==> src/rtl/psram_rect_fill.sv <==
// Rectangle fill engine: writes one constant word over a WIDTH x HEIGHT
// block of the frame buffer through the front-end application-2 port.
module psram_rect_fill #(
  parameter int ADDR_W      = 23,
  parameter int DIM_W       = 10,
  parameter int LINE_STRIDE = 400
) (
  input  logic              clk,
  input  logic              reset,
  input  logic              ctrlr_good,
  input  logic              start,
  input  logic              abort,
  input  logic [ADDR_W-1:0] base_addr,
  input  logic [DIM_W-1:0]  width,
  input  logic [DIM_W-1:0]  height,
  input  logic [15:0]       fill_data,
  input  logic              fill_ub,
  input  logic              fill_lb,
  input  logic              op_begun,
  input  logic              op_finished,
  output logic              wr,
  output logic              rd,
  output logic              burst,
  output logic              ub,
  output logic              lb,
  output logic [ADDR_W-1:0] addr,
  output logic [15:0]       data_out,
  output logic              busy,
  output logic              done,
  output logic              aborted
);

  typedef enum logic [2:0] {
    IDLE,
    WAIT_GOOD,
    ISSUE,
    WAIT_FIN,
    DONE
  } state_t;

  state_t            state;
  logic [DIM_W-1:0]  w_q;
  logic [DIM_W-1:0]  h_q;
  logic [DIM_W-1:0]  col;
  logic [DIM_W-1:0]  row;
  logic [ADDR_W-1:0] row_addr;
  logic              abort_q;
  logic              abort_now;
  logic              last_col;
  logic              last_row;

  assign rd        = 1'b0;
  assign burst     = 1'b0;
  assign abort_now = abort | abort_q;
  assign last_col  = (col == w_q - 1'b1);
  assign last_row  = (row == h_q - 1'b1);

  always_ff @(posedge clk) begin
    if (reset) begin
      state    <= IDLE;
      wr       <= 1'b0;
      busy     <= 1'b0;
      done     <= 1'b0;
      aborted  <= 1'b0;
      addr     <= '0;
      data_out <= '0;
      ub       <= 1'b0;
      lb       <= 1'b0;
      w_q      <= '0;
      h_q      <= '0;
      col      <= '0;
      row      <= '0;
      row_addr <= '0;
      abort_q  <= 1'b0;
    end else begin
      done <= 1'b0;
      // abort is remembered so it can take effect after an accepted write
      if (abort && state != IDLE && state != DONE)
        abort_q <= 1'b1;
      unique case (state)
        IDLE: begin
          if (start) begin
            addr     <= base_addr;
            row_addr <= base_addr;
            w_q      <= width;
            h_q      <= height;
            data_out <= fill_data;
            ub       <= fill_ub;
            lb       <= fill_lb;
            col      <= '0;
            row      <= '0;
            busy     <= 1'b1;
            aborted  <= 1'b0;
            abort_q  <= 1'b0;
            if (width == '0 || height == '0)
              state <= DONE;
            else
              state <= WAIT_GOOD;
          end
        end
        WAIT_GOOD: begin
          if (abort_now) begin
            aborted <= 1'b1;
            state   <= DONE;
          end else if (ctrlr_good) begin
            wr    <= 1'b1;
            state <= ISSUE;
          end
        end
        ISSUE: begin
          // an accepted write wins over a simultaneous abort
          if (op_begun) begin
            wr    <= 1'b0;
            state <= WAIT_FIN;
          end else if (abort_now) begin
            wr      <= 1'b0;
            aborted <= 1'b1;
            state   <= DONE;
          end
        end
        WAIT_FIN: begin
          if (op_finished) begin
            if (last_col) begin
              col      <= '0;
              row      <= row + 1'b1;
              row_addr <= row_addr + ADDR_W'(LINE_STRIDE);
              addr     <= row_addr + ADDR_W'(LINE_STRIDE);
            end else begin
              col  <= col + 1'b1;
              addr <= addr + 1'b1;
            end
            if (last_col && last_row) begin
              state <= DONE;
            end else if (abort_now) begin
              aborted <= 1'b1;
              state   <= DONE;
            end else begin
              wr    <= 1'b1;
              state <= ISSUE;
            end
          end
        end
        DONE: begin
          done    <= 1'b1;
          busy    <= 1'b0;
          abort_q <= 1'b0;
          state   <= IDLE;
        end
        default: state <= IDLE;
      endcase
    end
  end

endmodule

==> config.mk <==
export PLATFORM = sky130hd
export DESIGN_NAME = psram_rect_fill
export DESIGN_NICKNAME = d
export VERILOG_FILES = /design/src/rtl/psram_rect_fill.sv
export SDC_FILE = /design/constraint.sdc
export NUM_CORES = 1
export LEC_CHECK = 0
export BUFFER_PORTS_ARGS = -buffer_cell sky130_fd_sc_hd__buf_2
export CAP_MARGIN = 30
export CORE_AREA = 3 3 118 120
export DETAILED_ROUTE_END_ITERATION = 16
export DIE_AREA = 0 0 121 123
export GPL_TIMING_DRIVEN = 0
export PLACE_DENSITY = 0.71
export SYNTH_ARGS = -nofsm -noshare
export SYNTH_HDL_FRONTEND = slang
export SYNTH_SLANG_ARGS = --single-unit
==> constraint.sdc <==
create_clock -name clk -period 2.99 [get_ports clk]
set_input_delay 0.1495 -clock clk [delete_from_list [all_inputs] [get_ports clk]]
set_output_delay 0.1495 -clock clk [all_outputs]
set_load 0.05 [all_outputs]
# --- Word-level counts from Yosys, hierarchy flattened ---
# Index checks and enable logic that the tools add are counted.
op_classes:
  n_bitwise: 1
  n_addsub: 6
  n_eq_ne: 17
  n_mux: 44
  reduce_logical: 19
op_table:
  columns: ["op", "n"]
  rows:
  - ["$mux W23", 5]
  - ["$pmux W23 S2", 2]
  - ["$mux W10", 5]
  - ["$pmux W10 S2", 2]
  - ["$mux W3", 9]
  - ["$add A23 B1 Y23 const B", 1]
  - ["$add A23 B9 Y23 const B", 1]
  - ["$add A10 B1 Y10 const B", 2]
  - ["$eq A10 B10 Y1", 2]
  - ["$logic_not A10 Y1", 2]
  - ["$sub A10 B1 Y10 const B", 2]
  - ["$mux W1", 16]
  - ["$ne A2 B2 Y1 const B", 8]
  - ["$pmux W3 S4", 1]
  - ["$ne A3 B3 Y1 const B", 3]
  - ["$reduce_and A4 Y1", 2]
  - ["$reduce_and A7 Y1", 1]
  - ["$eq A3 B2 Y1 const B", 2]
  - ["$reduce_bool A3 Y1", 2]
  - ["$reduce_and A5 Y1", 1]
  - ["$pmux W1 S2", 2]
  - ["$pmux W1 S4", 1]
  - ["$reduce_and A2 Y1", 2]
  - ["$reduce_bool A2 Y1", 2]
  - ["9 further kinds", 11]
word_totals:
  input_bits: 68
  out_inout_bits: 47
  ff_bits: 112

# --- Longest topological paths before layout ---
# Gate-level depths: netlist of the first run.
logic_depth:
  depth_word: 6
  ltp_mapped: 11

# --- Least setup slack after synthesis of the first run ---
# OpenSTA, ideal clock, no wires.
synth_timing:
  path_kind: "register -> register"
  from: "register addr[0]"
  to: "register addr[22]"
  path_buffers: 1
  setup_time_ns: 0.059
  stages_incl_launch_ff: 10
  t_arrival_ns: 2.478
  period_less_slack_ns: 2.537
  path_slack_ns: 0.453
  cell_sequence: "dfxtp_1 ha_1 nand4_1 or3_1 clkbuf_1 nor3_1 nand4_1 nor2b_1 o21ai_0 o211a_1"
synth_via:
  elab_chain_len: 4
synth_rtl:
  columns: ["item", "line_no", "rtl"]
  rows:
  - ["start, declared", "26", "output logic [ADDR_W-1:0] addr,"]
  - ["start signal, assigned", "83", "addr <= base_addr;"]
  - ["start signal, assigned", "127", "addr <= row_addr + ADDR_W'(LINE_STRIDE);"]
  - ["start signal, assigned", "130", "addr <= addr + 1'b1;"]
  - ["$add A23 B1 Y23", "130", null]
  - ["$mux W23", "123", "if (last_col) begin"]
  - ["$mux W23", "122", "if (op_finished) begin"]
  - ["$pmux W23 S2", "80", "unique case (state)"]
# Every way passes these cells. The select of a mux whose other input is x is not followed.
# A chain may end at the register's enable or synchronous reset.

# --- Final worst setup path of the first run ---
layout_timing:
  from: "register state[0]"
  to: "register addr[1]"
layout_via:
  elab_chain_len: 3
  elab_cells_between_ends: 7
layout_rtl:
  columns: ["item", "line_no", "rtl"]
  rows:
  - ["start, declared", "41", "state_t state;"]
  - ["start signal, assigned", "60", "state <= IDLE;"]
  - ["start signal, assigned", "96", "state <= DONE;"]
  - ["start signal, assigned", "98", "state <= WAIT_GOOD;"]
  - ["$eq A3 B2 Y1 / $logic_not A3 Y1 (equally long branches)", "80", null]
  - ["$ne A2 B2 Y1 (no line) / $reduce_bool A2 Y1 (equally long branches)", null, null]
  - ["$reduce_and A3 Y1 (no line)", null, null]
# Parallel ways exist; a longest one is shown, timed or not.

==> flow_metrics.tcl, run 1 <==
set metrics [dict create \
    drc_errors 0 \
    grt_pass1_wl_um 33110 \
    clock_sinks 112 \
    start_util_pct 49.02 \
    r2r_slack_ns 0.18 \
    nets 1039 \
    pin_count 115 \
    async_flop_share_pct 0 \
    ys_warn_count 0 \
    grt_overflow 0 \
    fin_ws_ns 0.1754 \
    cts_made_buffers 9 \
    grt_max_degree 18 \
    min_to "data_out[14]$_SDFFE_PP0P_" \
    syn_area_um2 6415 \
    wirelength_um 20890 \
    holdPathStages 3 \
    synth_cells 840 \
    antenna_left 0 \
    maxCapViolCount 0 \
    status "finished, final reports clean" \
    die_y_um 123 \
    p_comb_share_pct 25.2 \
    dpl_cell_area_um2 7194 \
    min_from "fill_data[14]" \
    dp_hpwl_um 14830 \
    num_antenna_cells 0 \
    p_clk_share_pct 30.1 \
    drtIter0Drc 647 \
    fp.dieW_um 121 \
    tightest_slew_ns 0.8843 \
    critical_path_class "flop to flop" \
    rsz0062_at_grt "false" \
    holdCritPathClass "input pin to flop" \
    synth_seq_area_share_pct 34.95 \
    grt_use_met1_pct 37.89 \
    seqPwrFrac_pct 44.7 \
    internal-power_w 0.002491 \
    fin_crit_sh_pct 94.13 \
    synthDistinctLibCells 75 \
    power.density_nw_per_um2 511.9 \
    period_minus_slack_ns 2.815 \
    synth_edf_count 0 \
    finalSetupViolations 0 \
    preCtsSetupSlack_ns -0.3016 \
    track_usage_pct 28.19 \
    die_area_um2 14880 \
    worstPathMaxFanout 10 \
    fin_hold_ws_ns 0.02458 \
    cts_tree "yes" \
    clk-insertion-delay-late_ns 0.36 \
    gr-max-usage-layer "met2" \
    syn_area_per_cell_um2 7.637 \
    worst_ir_drop_vdd_mv 0.4209 \
    portBuffers 111 \
    finalSetupTns_ns 0 \
    use_met3_pct 7.274 \
    grt_pass1_vias 6272 \
    synth_most_common_cell "nand2_1" \
    vias_per_cell 5.904 \
    drive_above_1_share_pct 16.60 \
    reg2reg_to "addr[1]$_SDFFE_PP0P_" \
    power.net_switching_w 0.001354 \
    arrival_ns 3.09 \
    synthFlopType "dfxtp_1" \
    required_ns 3.26 \
    rows 42 \
    place.gp.congestion 0.9183 \
    synth_top_area_share_pct 34.95 \
    cts_hold_buf 0 \
    root_buffer "clkbuf_16" \
    vias 6766 \
    antenna_found_initial 0 \
    synth_area_leaders "dfxtp_1, nand2_1, a21oi_1, xor2_1, nand3_1" \
    fin_cells 1146 \
    hold_viol 0 \
    max_slew_margin_pct 40.83 \
    wire_per_inst_um 18.23 \
    skew_ns 0.008487 \
    globalRouteMet2Util_pct 43.73 \
    cts-htree-levels 3 \
    clk_path_buf_depth 2 \
    maxSlewViolCount 0 \
    switching_share_pct 35.21 \
    placedCellCount 1128 \
    drtPass1Iterations 6 \
    p_leak_nw 2.937 \
    synth_top_area_cell "dfxtp_1" \
    core_um2 13090 \
    r2r_start "state[0]$_SDFFE_PP0P_" \
    fmax_mhz 355.3 \
    synthToLayoutAreaGrowth_pct 17.11 \
    cp-end-kind "flop" \
    fin_area_um2 7512 \
    startpoint_type "flop" \
    synth.ff_latch_count 112 \
    ys_top_cells_by_count "nand2_1, dfxtp_1, a21oi_1" \
    nFillCells 1264 \
    worstRegToRegCells 9 \
    clkTransAtPathRegs_ns 0.07 \
]
[metal layers]
metal / wire (um) / up-vias / part of all wire, %
li1: - / 3281 / -
met1: 8883 / 3095 / 43
met2: 9294 / 341 / 44
met3: 2138 / 49 / 10
met4: 573 / 0 / 2.7
met5: 0 / - / 0
[power by group through the flow]
stage               clock network (W)  logic [W]  registers, W
floorplan                           0   0.000492       0.00191
global placement                    0   0.000929       0.00175
detailed placement                  0   0.000939       0.00175
CTS                           0.00117   0.000945       0.00172
global route                  0.00121    0.00105       0.00174
finish                        0.00116   0.000969       0.00172
[kinds of logic (layout without fill, tap and decap cells)]
kind of cell | Yosys count | in the layout | share of synthesized area [%]
other | 1 | 2 | 0.05846
AO/OA/AOI/OAI | 212 | 212 | 21.55
AND/OR/NAND/NOR | 365 | 365 | 27.68
multiplexers | 6 | 6 | 0.9363
buffers and inverters | 76 | 205 | 4.974
XOR/XNOR | 62 | 62 | 8.679
flip-flops | 112 | 112 | 34.95
adder cells (fa/ha/maj) | 6 | 6 | 1.170
[final cells by class]
class                   count  area (um2)  area share, %
inverters                  14       52.55         0.6995
clock inverters             6       35.03         0.4664
flip-flops and latches    112        2242          29.85
multi-input cells         653        3880          51.65
well taps                 176       220.2          2.931
clock buffers              10       239.0          3.181
repair buffers            113       570.5          7.595
plain buffers              62       272.8          3.631
[worst max path at each step]
stage | start | to | slack (ns) | cells after the start
after floorplan | addr[0]$_SDFFE_PP0P_ | addr[22]$_SDFFE_PP0P_ | 0.45 | 9
after global placement | state[0]$_SDFFE_PP0P_ | row_addr[10]$_SDFFE_PP0P_ | -0.30 | 8
after detailed placement | state[0]$_SDFFE_PP0P_ | row_addr[19]$_SDFFE_PP0P_ | -0.30 | 8
after CTS | state[0]$_SDFFE_PP0P_ | addr[5]$_SDFFE_PP0P_ | 0.04 | 10
after global routing | state[0]$_SDFFE_PP0P_ | row_addr[19]$_SDFFE_PP0P_ | 0.02 | 9
final | state[0]$_SDFFE_PP0P_ | addr[1]$_SDFFE_PP0P_ | 0.18 | 9
[through the flow]
step / power (W) / util, %
final: 0.003845 / 57.41
after floorplan: 0.002400 / -
after CTS: 0.003834 / 57.13
after global routing: 0.003997 / 57.41
after global placement: 0.002676 / 54.98
after detailed placement: 0.002689 / 54.98
[registers in the layout (all words and copies together) (netlist names)]
signal    flops
aborted       1
done          1
busy          1
state         3
row          10
lb            1
ub            1
wr            1
addr         23
col          10
row_addr     23
w_q          10
abort_q       1
data_out     16
h_q          10
[worst max-delay path, stage by stage, from the launching register on]
cell and delay [ns]:
dfxtp_1 0.31, clkbuf_1 0.31, and3b_1 0.23, clkbuf_1 0.37, nand2_1 0.10, nand2_1 0.24
clkbuf_2 0.39, clkbuf_2 0.39, o211ai_1 0.14, o31ai_1 0.25
[layout by cell type (no fill, tap or decap), types with 10 or more instances in the layout]
cell type,instances
nor3_1,19
and3_1,10
xor2_1,35
inv_1,14
or3_1,14
clkbuf_1,43
a31oi_1,11
buf_2,114
nand4_1,17
nand2_1,142
dfxtp_1,112
nand3_1,53
xnor2_1,26
o21ai_0,32
a21oi_1,85
nor2_1,56
[what timing repair did]
item | CTS | global route
hold endpoints to repair | 0 | 0
endpoints found under the setup margin | 37 | 54
resized for setup | 5 | 6
buffers inserted | 0 | 2
cloned | 0 | 0
pin swaps | 0 | 1
No activity file was read; power rests on OpenSTA's default activity.
==> inputs of run 2 (changes only) <==
- CORE_AREA: 3 3 118 120 -> 3 3 124 126
- DIE_AREA: 0 0 121 123 -> 0 0 127 129
- PLACE_DENSITY: 0.71 -> 0.66
==> run 2 against run 1 <==
Combinational power shrank 0.7%. Design area hardly changed. Sequential share of layout area about the same. Largest cell class unchanged. Largest power group unchanged.
==> flow_metrics.tcl, run 2 (synthesis gave the netlist of run 1 again) <==
set metrics [dict create \
    antenna_found_initial 0 \
    tightest_slew_ns 0.9183 \
    num_antenna_cells 0 \
    worst_ir_drop_vdd_mv 0.2862 \
    critical_path_class "flop to flop" \
    holdCritPathClass "input pin to flop" \
    drive_above_1_share_pct 16.17 \
    cts-htree-levels 3 \
    clkTransAtPathRegs_ns 0.08 \
    seqCellArea_um2 2242 \
    drtPass1Iterations 5 \
    drc_errors 0 \
    seqPwrFrac_pct 44.5 \
    fmax_mhz 353.4 \
    synthToLayoutAreaGrowth_pct 17.20 \
    max_slew_margin_pct 38.55 \
    fin_hold_ws_ns 0.02327 \
    internal-power_w 0.002522 \
    dp_hpwl_um 15020 \
    grt_pass1_vias 6165 \
    wire_per_inst_um 18.26 \
    period_minus_slack_ns 2.829 \
    drtIter0Drc 580 \
    vias 6793 \
    p_clk_share_pct 30.7 \
    status "finished, final reports clean" \
    startpoint_type "flop" \
    cts_made_buffers 9 \
    wirelength_um 21090 \
    cp-end-kind "flop" \
    layout_common_cells "nand2_1, buf_2, dfxtp_1" \
    worstPathMaxFanout 10 \
    rsz0062_at_grt "false" \
    die_area_um2 16380 \
    power.net_switching_w 0.001347 \
    skew_ns 0.01158 \
    power.density_nw_per_um2 514.6 \
    layout_commonest_cell "nand2_1" \
    rows 44 \
    multiInputGateArea_um2 3865 \
    finalSetupViolations 0 \
    vias_per_cell 5.881 \
    grt_max_degree 17 \
    arrival_ns 3.04 \
    clk_path_buf_depth 2 \
    maxSlewViolCount 0 \
    clk-insertion-delay-late_ns 0.36 \
    grt_overflow 0 \
    portBuffers 111 \
    fp.dieW_um 127 \
    cts_tree "yes" \
    maxCapViolCount 0 \
    nFillCells 1479 \
    p_comb_share_pct 24.9 \
    die_y_um 129 \
    fin_crit_sh_pct 94.62 \
    track_usage_pct 25.51 \
    antenna_left 0 \
    hold_viol 0 \
    p_leak_nw 2.942 \
    preCtsSetupSlack_ns -0.3536 \
    place.gp.congestion 0.9136 \
    switching_share_pct 34.80 \
    grt_pass1_wl_um 33120 \
    pin_count 115 \
    start_util_pct 44.47 \
    nets 1040 \
    clock_sinks 112 \
    root_buffer "clkbuf_16" \
    reg_top3 "addr: 23 flops, row_addr: 23 flops, data_out: 16 flops" \
    required_ns 3.20 \
    core_um2 14420 \
    cts_hold_buf 0 \
    fin_ws_ns 0.1607 \
]
[run 2: final timing paths]
check | cells past startpoint | slack [ns] | startpoint | end
hold reg to reg | 2 | 0.45 | data_out[15]$_SDFFE_PP0P_ | data_out[15]$_SDFFE_PP0P_
setup / recovery | 10 | 0.16 | state[0]$_SDFFE_PP0P_ | addr[20]$_SDFFE_PP0P_
hold / removal | 3 | 0.02 | fill_data[7] | data_out[7]$_SDFFE_PP0P_
setup reg to reg | 10 | 0.16 | state[0]$_SDFFE_PP0P_ | addr[20]$_SDFFE_PP0P_
[run 2: worst max-delay path: stages, from the launching register on]
cell	delay (ns)
dfxtp_1	0.31
clkbuf_1	0.27
nor2_1	0.18
nand2_1	0.14
nor2_4	0.09
a21oi_1	0.18
clkbuf_1	0.42
clkbuf_1	0.62
nor2_1	0.11
a311oi_1	0.28
a211oi_1	0.08
[run 2: metal layers]
metal	GRT usage (%)	vias up	wire length, um
li1	-	3288	-
met1	34.77	3141	9155
met2	39.60	315	9338
met3	5.023	49	1906
met4	10.79	0	690
met5	0	-	0
[run 2: per-stage QoR]
| step | area (um2) | utilization (%) | TNS (ns) | total power (W) | cells |
|---|---|---|---|---|---|
| final | 7518 | 52.13 | 0 | 0.003869 | 1155 |
| after global routing | 7518 | 52.13 | 0 | 0.004038 | 1155 |
| after CTS | 7490 | 51.93 | 0 | 0.003860 | 1152 |
| after detailed placement | 7204 | 49.95 | -7.289 | 0.002693 | 1136 |
| after global placement | 7204 | 49.95 | -7.043 | 0.002687 | 1136 |
| after floorplan | 6419 | - | 0 | 0.002400 | 841 |
[run 2: repair_timing]
action / 4_1_cts / 5_1_grt
pin swaps: 0 / 1
buffers inserted: 0 / 3
gates resized for setup: 5 / 3
setup endpoints to repair: 36 / 24
cloned: 0 / 0
hold endpoints to repair: 0 / 0
[run 2: final cells by class]
class | count | area share (%)
plain buffers | 62 | 3.628
clock buffers | 14 | 3.511
clock inverters | 2 | 0.1831
inverters | 14 | 0.6990
multi-input cells | 653 | 51.41
flip-flops and latches | 112 | 29.82
well taps | 184 | 3.062
repair buffers | 114 | 7.688
[run 2: power groups by stage]
stage,Clock [W],Combinational [W],Sequential [W]
6_report,0.00119,0.000962,0.00172
5_1_grt,0.00126,0.00104,0.00174
4_1_cts,0.00120,0.000947,0.00172
3_5_place_dp,0,0.000941,0.00175
3_3_place_gp,0,0.000937,0.00175
2_1_floorplan,0,0.000492,0.00191
==> inputs of run 3 (changes only) <==
- clock period: 2.99 -> 3.3 ns (I/O delays scaled with it)
==> run 3 against run 2 <==
Critical path depth decreased by 2. Combinational power is 10% lower. Design area down 0.38%. Sequential share of layout area is 0.11 points higher. Flip-flop and latch count unchanged. Maximum frequency decreased by 3.5%. Power down 9.7%. Cell count shrank 0.26%. Sequential power is 9% lower. Hold slack gained 0.018 ns. Largest cell class unchanged.
==> flow_metrics.tcl, run 3 (synthesis gave the netlist of run 1 again) <==
set metrics [dict create \
    clk_path_buf_depth 2 \
    power.density_nw_per_um2 466.5 \
    period_minus_slack_ns 2.930 \
    synthToLayoutAreaGrowth_pct 16.75 \
    cts-htree-levels 3 \
    cp-startpoint "state[0]$_SDFFE_PP0P_" \
    gr-max-usage-layer "met2" \
    antenna_left 0 \
    clk-insertion-delay-late_ns 0.36 \
    fin_ws_ns 0.3695 \
    cp-end-kind "flop" \
    rows 44 \
    dpl_cell_area_um2 7204 \
    max_slew_margin_pct 38.11 \
    crit_buf_inv 3 \
    rsz0062_at_grt "false" \
    drtPass1Iterations 5 \
    die_area_um2 16380 \
    start_util_pct 44.47 \
    grt_overflow 0 \
    r2r_start "state[0]$_SDFFE_PP0P_" \
    critical-path-slowest-cell "nand3b_1" \
    die_y_um 129 \
    placedCellCount 1136 \
    vias 6800 \
    grt_max_degree 17 \
    finalSetupViolations 0 \
    required_ns 3.59 \
    root_buffer "clkbuf_16" \
    cp_common_cell "clkbuf_2" \
    globalRouteMet2Util_pct 39.60 \
    worstPathMaxFanout 10 \
    layout_commonest_cell "nand2_1" \
    r2r_slack_ns 0.37 \
    skew_ns 0.01256 \
    pin_count 115 \
    arrival_ns 3.22 \
    layout_common_cells "nand2_1, buf_2, dfxtp_1" \
    reg_top3 "addr: 23 flops, row_addr: 23 flops, data_out: 16 flops" \
    path_cells "clkbuf_1 > nor2_1 > nand3b_1 > nand2_1 > clkbuf_2 > clkbuf_2 > nand3_1 > o22ai_1" \
    drtIter0Drc 559 \
    status "finished, final reports clean" \
    grt_use_met1_pct 34.79 \
    use_met3_pct 5.023 \
    wire_per_inst_um 18.32 \
    maxSlewViolCount 0 \
    p_leak_nw 2.924 \
    endpoint "row_addr[10]$_SDFFE_PP0P_" \
    nFillCells 1478 \
    portBuffers 111 \
    critical_path_class "flop to flop" \
    tightest_slew_ns 0.9249 \
    holdPathStages 3 \
    clkTransAtPathRegs_ns 0.08 \
    cts_tree "yes" \
    track_usage_pct 25.52 \
    hold_viol 0 \
    fin_area_um2 7490 \
    fmax_mhz 341.2 \
    nets 1037 \
    cts_made_buffers 9 \
    drc_errors 0 \
    num_antenna_cells 0 \
    clock_sinks 112 \
    cpLargestDelayFamily "simple AND/OR/NAND/NOR gates" \
    holdCritPathClass "input pin to flop" \
    dp_hpwl_um 15020 \
    worstRegToRegCells 8 \
    antenna_found_initial 0 \
    finalSetupTns_ns 0 \
    vias_per_cell 5.903 \
    startpoint_type "flop" \
    fin_crit_sh_pct 88.80 \
    preCtsSetupSlack_ns -0.04360 \
    worst_ir_drop_vdd_mv 0.2565 \
    fp.dieW_um 127 \
    cpPeakStageDelay_ns 0.45 \
    place.gp.congestion 0.9136 \
    fin_cells 1152 \
    drive_above_1_share_pct 15.81 \
    grt_pass1_vias 6165 \
    final_util_pct 51.93 \
    core_um2 14420 \
    path_depth 8 \
    wirelength_um 21100 \
    grt_pass1_wl_um 33130 \
    reg2reg_to "row_addr[10]$_SDFFE_PP0P_" \
    maxCapViolCount 0 \
]
run 3: worst min path at each step:
stage,start,end,slack [ns]
final,fill_data[7],data_out[7]$_SDFFE_PP0P_,0.04
after global routing,fill_data[4],data_out[4]$_SDFFE_PP0P_,0.04
after CTS,fill_data[7],data_out[7]$_SDFFE_PP0P_,0.04
after detailed placement,fill_data[7],data_out[7]$_SDFFE_PP0P_,0.41
after global placement,fill_data[7],data_out[7]$_SDFFE_PP0P_,0.41
after floorplan,height[9],h_q[9]$_SDFFE_PP0P_,0.30
run 3: per-layer routing:
| metal | share of wire [%] | routed length [um] |
|---|---|---|
| met1 | 44 | 9189 |
| met5 | 0 | 0 |
| met2 | 44 | 9339 |
| met3 | 8.9 | 1883 |
| met4 | 3.3 | 691 |
run 3: area by class of cell:
cell class                 instances  area [um2]  area share, %
timing repair buffer             111       555.5          7.417
clock buffer                      14       264.0          3.525
multi-input combinational        653        3860          51.54
buffer                            62       271.5          3.625
sequential                       112        2242          29.94
inverter                          14       52.55         0.7016
clock inverter                     2       13.76         0.1838
tap                              184       230.2          3.074
run 3: timing repair:
action | CTS | global route
hold buffers | 0 | 0
endpoints found under the setup margin | 9 | 12
resized for setup | 2 | 5
pin swaps | 0 | 0
setup buffers | 0 | 0
run 3: worst min-delay path: cells and delay by family:
family / cells / cell delay, ns
buf+inv: 1 / 0.09
compound gates: 1 / 0.05
simple gates: 1 / 0.04
run 3: through the flow:
step           hold WS [ns]  total power (W)
6_report            0.04100         0.003494
5_1_grt             0.04066         0.003651
4_1_cts             0.03613         0.003496
3_5_place_dp         0.4112         0.002440
3_3_place_gp         0.4056         0.002435
2_1_floorplan        0.3010         0.002175
run 3: power breakdown:
group          internal, W  switching (W)  total, W
combinational     0.000274       0.000591  0.000865
sequential         0.00145       0.000109   0.00156
clock             0.000557       0.000513   0.00107
